===== src/rtl/serv_rf_ram_clr.sv =====
// serv_rf_ram_clr -- register-file storage stage for SERV.
//
// Holds the 32 GPRs plus csr_regs CSRs as a single-write/single-read RAM
// with a 1-cycle registered read port. After reset, or when i_clear is
// pulsed, a sequencer writes zero to every word, one word per cycle.
// o_init_done stays low until that sweep has finished.
//
// Ports:
//   i_clk        clock; all logic is rising-edge
//   i_rst_n      asynchronous active-low reset
//   i_clear      synchronous request to re-run the clear sweep
//   o_init_done  high once the array is cleared and the ports are live
//   i_waddr/i_wdata/i_wen   write port (ignored during the sweep)
//   i_raddr/i_ren           read port (ignored during the sweep)
//   o_rdata      registered read data; holds its value while i_ren=0
//
// Optional feature: macro SERV_RF_RAM_PARITY_EN adds a stored even-parity
// bit per word, a sticky o_parity_err output and an i_inj_err test input.
module serv_rf_ram_clr #(
  parameter int width    = 8,
  parameter int csr_regs = 4,
  parameter int depth    = 32*(32+csr_regs)/width,
  parameter int aw       = $clog2(depth)
) (
  input  logic             i_clk,
  input  logic             i_rst_n,
  input  logic             i_clear,
  output logic             o_init_done,
  input  logic [aw-1:0]    i_waddr,
  input  logic [width-1:0] i_wdata,
  input  logic             i_wen,
  input  logic [aw-1:0]    i_raddr,
  input  logic             i_ren,
`ifdef SERV_RF_RAM_PARITY_EN
  input  logic             i_inj_err,
  output logic             o_parity_err,
`endif
  output logic [width-1:0] o_rdata
);

  localparam logic [0:0] CLEAR = 1'b0;
  localparam logic [0:0] RUN   = 1'b1;

`ifdef SERV_RF_RAM_PARITY_EN
  localparam int mw = width + 1;   // parity bit sits in the MSB
`else
  localparam int mw = width;
`endif

  localparam logic [aw-1:0] LAST    = aw'(depth - 1);
  localparam logic [aw:0]   DEPTH_C = (aw+1)'(depth);

  logic [mw-1:0] mem [0:depth-1];

  logic [0:0]       state_q, state_d;
  logic [aw-1:0]    cnt_q,   cnt_d;
  logic [width-1:0] rdata_q, rdata_d;
  logic             mem_we;
  logic [aw-1:0]    mem_wa;
  logic [mw-1:0]    mem_wd;
  logic             wr_ok, rd_ok;
  logic [mw-1:0]    rd_word;

  // Out-of-range addresses are never produced by the interface block; they
  // drop writes and read back as zero.
  assign wr_ok   = ({1'b0, i_waddr} < DEPTH_C);
  assign rd_ok   = ({1'b0, i_raddr} < DEPTH_C);
  assign rd_word = rd_ok ? mem[i_raddr] : '0;

`ifdef SERV_RF_RAM_PARITY_EN
  logic perr_q, perr_d;
`endif

  always_comb begin
    state_d = state_q;
    cnt_d   = cnt_q;
    rdata_d = rdata_q;
    mem_we  = 1'b0;
    mem_wa  = cnt_q;
    mem_wd  = '0;
`ifdef SERV_RF_RAM_PARITY_EN
    perr_d  = perr_q;
`endif
    case (state_q)
      CLEAR: begin
        // Sweep writes zero (and parity 0, which is consistent with zero).
        mem_we  = 1'b1;
        rdata_d = '0;
        if (i_clear) begin
          cnt_d = '0;
        end else if (cnt_q == LAST) begin
          // Exit is decided before incrementing, so the counter never wraps.
          state_d = RUN;
          cnt_d   = '0;
        end else begin
          cnt_d = cnt_q + 1'b1;
        end
      end
      default: begin
        mem_we = i_wen && wr_ok;
        mem_wa = i_waddr;
`ifdef SERV_RF_RAM_PARITY_EN
        mem_wd = {(^i_wdata) ^ i_inj_err, i_wdata};
`else
        mem_wd = i_wdata;
`endif
        // The array is read combinationally here and registered below, so a
        // same-address write in this cycle is not yet visible: old data wins.
        if (i_ren) begin
          rdata_d = rd_word[width-1:0];
`ifdef SERV_RF_RAM_PARITY_EN
          if (^rd_word) perr_d = 1'b1;
`endif
        end
        if (i_clear) begin
          state_d = CLEAR;
          cnt_d   = '0;
          rdata_d = '0;
        end
      end
    endcase
`ifdef SERV_RF_RAM_PARITY_EN
    if (i_clear) perr_d = 1'b0;
`endif
  end

  always_ff @(posedge i_clk or negedge i_rst_n) begin
    if (!i_rst_n) begin
      state_q <= CLEAR;
      cnt_q   <= '0;
      rdata_q <= '0;
`ifdef SERV_RF_RAM_PARITY_EN
      perr_q  <= 1'b0;
`endif
    end else begin
      state_q <= state_d;
      cnt_q   <= cnt_d;
      rdata_q <= rdata_d;
`ifdef SERV_RF_RAM_PARITY_EN
      perr_q  <= perr_d;
`endif
    end
  end

  // Array has no reset; a write coinciding with reset assertion is dropped.
  always_ff @(posedge i_clk) begin
    if (i_rst_n && mem_we) mem[mem_wa] <= mem_wd;
  end

  assign o_init_done = (state_q == RUN);
  assign o_rdata     = rdata_q;
`ifdef SERV_RF_RAM_PARITY_EN
  assign o_parity_err = perr_q;
`endif

endmodule


===== config.mk =====
export PLATFORM = sky130hd
export DESIGN_NAME = serv_rf_ram_clr
export DESIGN_NICKNAME = d
export VERILOG_FILES = /design/src/rtl/serv_rf_ram_clr.sv
export SDC_FILE = /design/constraint.sdc
export NUM_CORES = 1
export LEC_CHECK = 0
export CORE_UTILIZATION = 40
export CTS_BUF_LIST = sky130_fd_sc_hd__clkbuf_8
export CTS_CLUSTER_DIAMETER = 150
export DETAILED_ROUTE_END_ITERATION = 7
export PLACE_DENSITY_LB_ADDON = 0.12
export REMOVE_ABC_BUFFERS = 1
export SLEW_MARGIN = 20
export SYNTH_ARGS = -nofsm -noshare
export SYNTH_HDL_FRONTEND = slang
export SYNTH_SLANG_ARGS = --single-unit
export TNS_END_PERCENT = 30

===== constraint.sdc =====
create_clock -name i_clk -period 7.2 [get_ports i_clk]
set_input_delay 0.72 -clock i_clk [delete_from_list [all_inputs] [get_ports i_clk]]
set_output_delay 0.72 -clock i_clk [all_outputs]
set_load 0.05 [all_outputs]

==> flow_metrics.py <==
metrics = {
    "critical_path": {
        "path_class": "in2reg",
        "crit_fanout": 20,
        "r2r_slack_ps": 3250,
        "cp.required_ps": 7670,
        "cp-start-kind": "primary input",
        "r2r_cells": 4,
        "path_cells": "clkdlybuf4s50_1, nor3_1, o21ai_0, nand2_1, and2_1, nand3_1, nor2_1",
        "critPathCaptureType": "flop",
        "cp_slowest_stage_delay_ps": 1080,
        "critPathSlowestCell": "nor2_1",
        "crit_arrival_ps": 4540,
    },
    "clocking": {
        "cts_setup_buffers": 0,
        "cts_max_level": 4,
        "cts_inserted_buffers": 189,
        "clock-sinks": 1169,
        "cts_tree": "yes",
        "holdBufCountCts": 0,
        "clk-insertion-delay-late_ps": 870,
        "clk_path_buf_depth": 3,
        "cts_root_buf": "clkbuf_8",
        "clkTransAtPathRegs_ps": 60,
        "cts_resized": 0,
    },
    "grt": {
        "grt_use_total": 0.2154,
        "grt_max_degree": 97,
        "antenna_found_initial": 7,
        "grt_pass1_vias": 23650,
        "overflow": 0,
        "grt_first_pass_wirelength_um": 176100,
    },
    "die": {
        "core_mm2": 0.1131,
        "io_pins": 38,
        "start_util": 0.4054,
        "die_w_um": 340.6,
        "fp.dieH_um": 340.6,
        "dieArea_mm2": 0.1160,
        "rows": 123,
    },
    "routing": {
        "ant_nets": 0,
        "vias": 22930,
        "drt_iter0_drc": 2223,
        "drt-pass1-iter-count": 5,
        "routed_via_density": 5.704,
        "wl_per_cell_um": 30.78,
        "drc": 0,
        "wirelength_um": 123800,
    },
    "logic_synthesis": {
        "async_flop_share": 0.01454,
        "yosysUniqueCellTypes": 56,
        "synthFlopType": "edfxtp_1",
        "synth_edf_count": 1152,
        "yosysSeqAreaShare": 0.7636,
        "syn_area_mm2": 0.04586,
        "synth-seq-cells": 1169,
        "syn_area_per_cell_um2": 20.68,
        "yosysWarningCount": 0,
        "syn_inst": 2218,
    },
    "placed_design": {
        "gp_congestion": 0.8451,
        "io_buffers": 37,
        "dp_hpwl_um": 77070,
    },
    "power_and_ir_drop": {
        "peakVddDrop_mv": 0.1636,
        "power.total_uw": 13260,
        "p_leak_uw": 0.01648,
        "p_per_area_mw_per_mm2": 258.4,
    },
    "layout": {
        "drive_above_1_share": 0.2291,
        "syn_to_final_growth_pct": 11.93,
        "fill_cells": 9567,
        "nets": 2397,
    },
    "timing": {
        "finalSetupTns_ps": 0,
        "fin_crit_ps": 4074,
        "worst_clock_skew_ps": 45.60,
        "max_freq_mhz": 245.5,
        "finalHoldViolations": 0,
        "setup-violations-final": 0,
        "fin_crit_sh": 0.5658,
        "rsz0062_at_grt": "no",
        "drv_slew": 0,
        "tightestPinTransition_ps": 1246,
        "relSlewSlack": 0.1620,
    },
    "worst_hold_path": {
        "holdCritPathClass": "in2async",
    },
    "outcome": {
        "outcome": "completed",
    },
    "run": {
        "drv_cap": 0,
    },
}
-- cells in the final DEF, fill, tap and decap left out, types with 4 or more instances in the layout --
cell             instances
a22oi_1                 21
o211ai_1                 8
nand2b_1                14
o21ai_0                 21
and3_1                   8
clkdlybuf4s50_1         32
buf_4                   29
inv_1                   61
mux2_2                  16
nor2_1                 169
clkinv_1                56
mux4_2                 269
dfrtp_1                 17
a21oi_1                 24
nor3_1                   8
o21ai_1                  8
clkinv_2                22
buf_8                    4
nor2b_1                 23
bufinv_16                5
clkinvlp_4               8
nand2_1                 65
clkbuf_8               195
o32ai_1                  8
a221oi_1                14
mux2i_1                104
a31oi_1                 10
a211oi_1                11
and2_1                   4
o221ai_1                11
nand3_1                 27
and2_4                   8
nand3b_1                 4
o22ai_1                 16
o31ai_1                 10
edfxtp_1              1152
-- registers in the layout, indices dropped and copies added, names as in the netlist --
name / count
mem: 1152
cnt_q: 8
o_init_done: 1
o_rdata: 8
-- logic make-up (layout without fill, tap and decap cells) --
group | count (synthesis) | count (layout) | share of synthesized area
and+or+nand+nor | 349 | 349 | 0.03435
buffers and inverters | 124 | 425 | 0.01457
AOI/OAI and AO/OA | 184 | 184 | 0.02805
other | 0 | 2 | 0
DFF | 1169 | 1169 | 0.7636
muxes | 389 | 389 | 0.1587
xor gates and xnor gates | 2 | 2 | 0.0003821
adders and majority gates | 1 | 1 | 0.0002728
-- report_power, final --
part / internal, µW / switching, µW
combinational: 226 / 342
clock: 2700 / 2620
sequential: 7370 / 5.79
-- synthesized netlist by cell type, types with 9 or more instances --
| library cell | number | area (µm²) |
|---|---|---|
| a21oi_1 | 24 | 120.1 |
| o221ai_1 | 11 | 96.34 |
| o32ai_1 | 10 | 87.58 |
| dfrtp_1 | 17 | 425.4 |
| mux2_2 | 16 | 180.2 |
| edfxtp_1 | 1152 | 34590 |
| clkbuf_1 | 30 | 112.6 |
| a22oi_1 | 21 | 157.7 |
| nand2_1 | 65 | 244.0 |
| nand2b_1 | 14 | 87.58 |
| mux2i_1 | 104 | 1041 |
| nor2_1 | 169 | 634.4 |
| inv_1 | 10 | 37.54 |
| a221oi_1 | 14 | 122.6 |
| and2_1 | 13 | 81.33 |
| a211oi_1 | 11 | 82.58 |
| nand3_1 | 27 | 135.1 |
| a31oi_1 | 10 | 62.56 |
| o31ai_1 | 10 | 75.07 |
| buf_4 | 32 | 240.2 |
| o21ai_0 | 21 | 105.1 |
| nor3_1 | 9 | 45.04 |
| buf_2 | 42 | 210.2 |
| mux4_2 | 269 | 6058 |
| nor2b_1 | 23 | 143.9 |
| o22ai_1 | 16 | 100.1 |
-- worst max-delay path, delay by kind of cell --
kind / cells / cell delay (ps)
AOI/OAI and AO/OA: 1 / 210
and+or+nand+nor: 5 / 3110
buffers and inverters: 1 / 480
-- metal layers --
layer  part of all wire  track usage  up-vias
li1                   -            -     9549
met1               0.43       0.3053    12290
met2               0.46       0.3281      922
met3              0.079      0.05593      173
met4              0.022      0.06409        0
met5                  0            0        -
-- area by class of cell --
class | count | area [µm²] | area share
antenna | 2 | 5.005 | 0.00009751
clock buffer | 195 | 2684 | 0.05229
clock inverter | 148 | 789.5 | 0.01538
inverter | 10 | 37.54 | 0.0007313
multi-input combinational | 925 | 10220 | 0.1991
sequential | 1169 | 35020 | 0.6823
tap | 1500 | 1877 | 0.03657
timing repair buffer | 72 | 695.7 | 0.01355
-- metrics by stage --
stage               cells  instance area (µm²)  hold WS [ps]  utilization  setup WS (ps)
global placement     3674                47790         585.2       0.4225           1883
floorplan            2104                45230         424.4            -           3470
finish               4021                51330         241.3       0.4538           3126
global route         4020                51320         214.5       0.4537           3081
detailed placement   3676                47840         596.8       0.4229           2278
CTS                  4019                51310         155.8       0.4536           3211
-- final timing paths --
check	start	to
max	i_waddr[4]	mem[59][7]
min reg2reg	o_rdata[3]	o_rdata[3]
max in group asynchronous	i_rst_n	cnt_q[4]
min	i_rst_n	o_rdata[1]
max reg2reg	o_init_done	mem[59][7]
min in group i_clk	o_rdata[3]	o_rdata[3]
(Power assumes the default switching activity.)
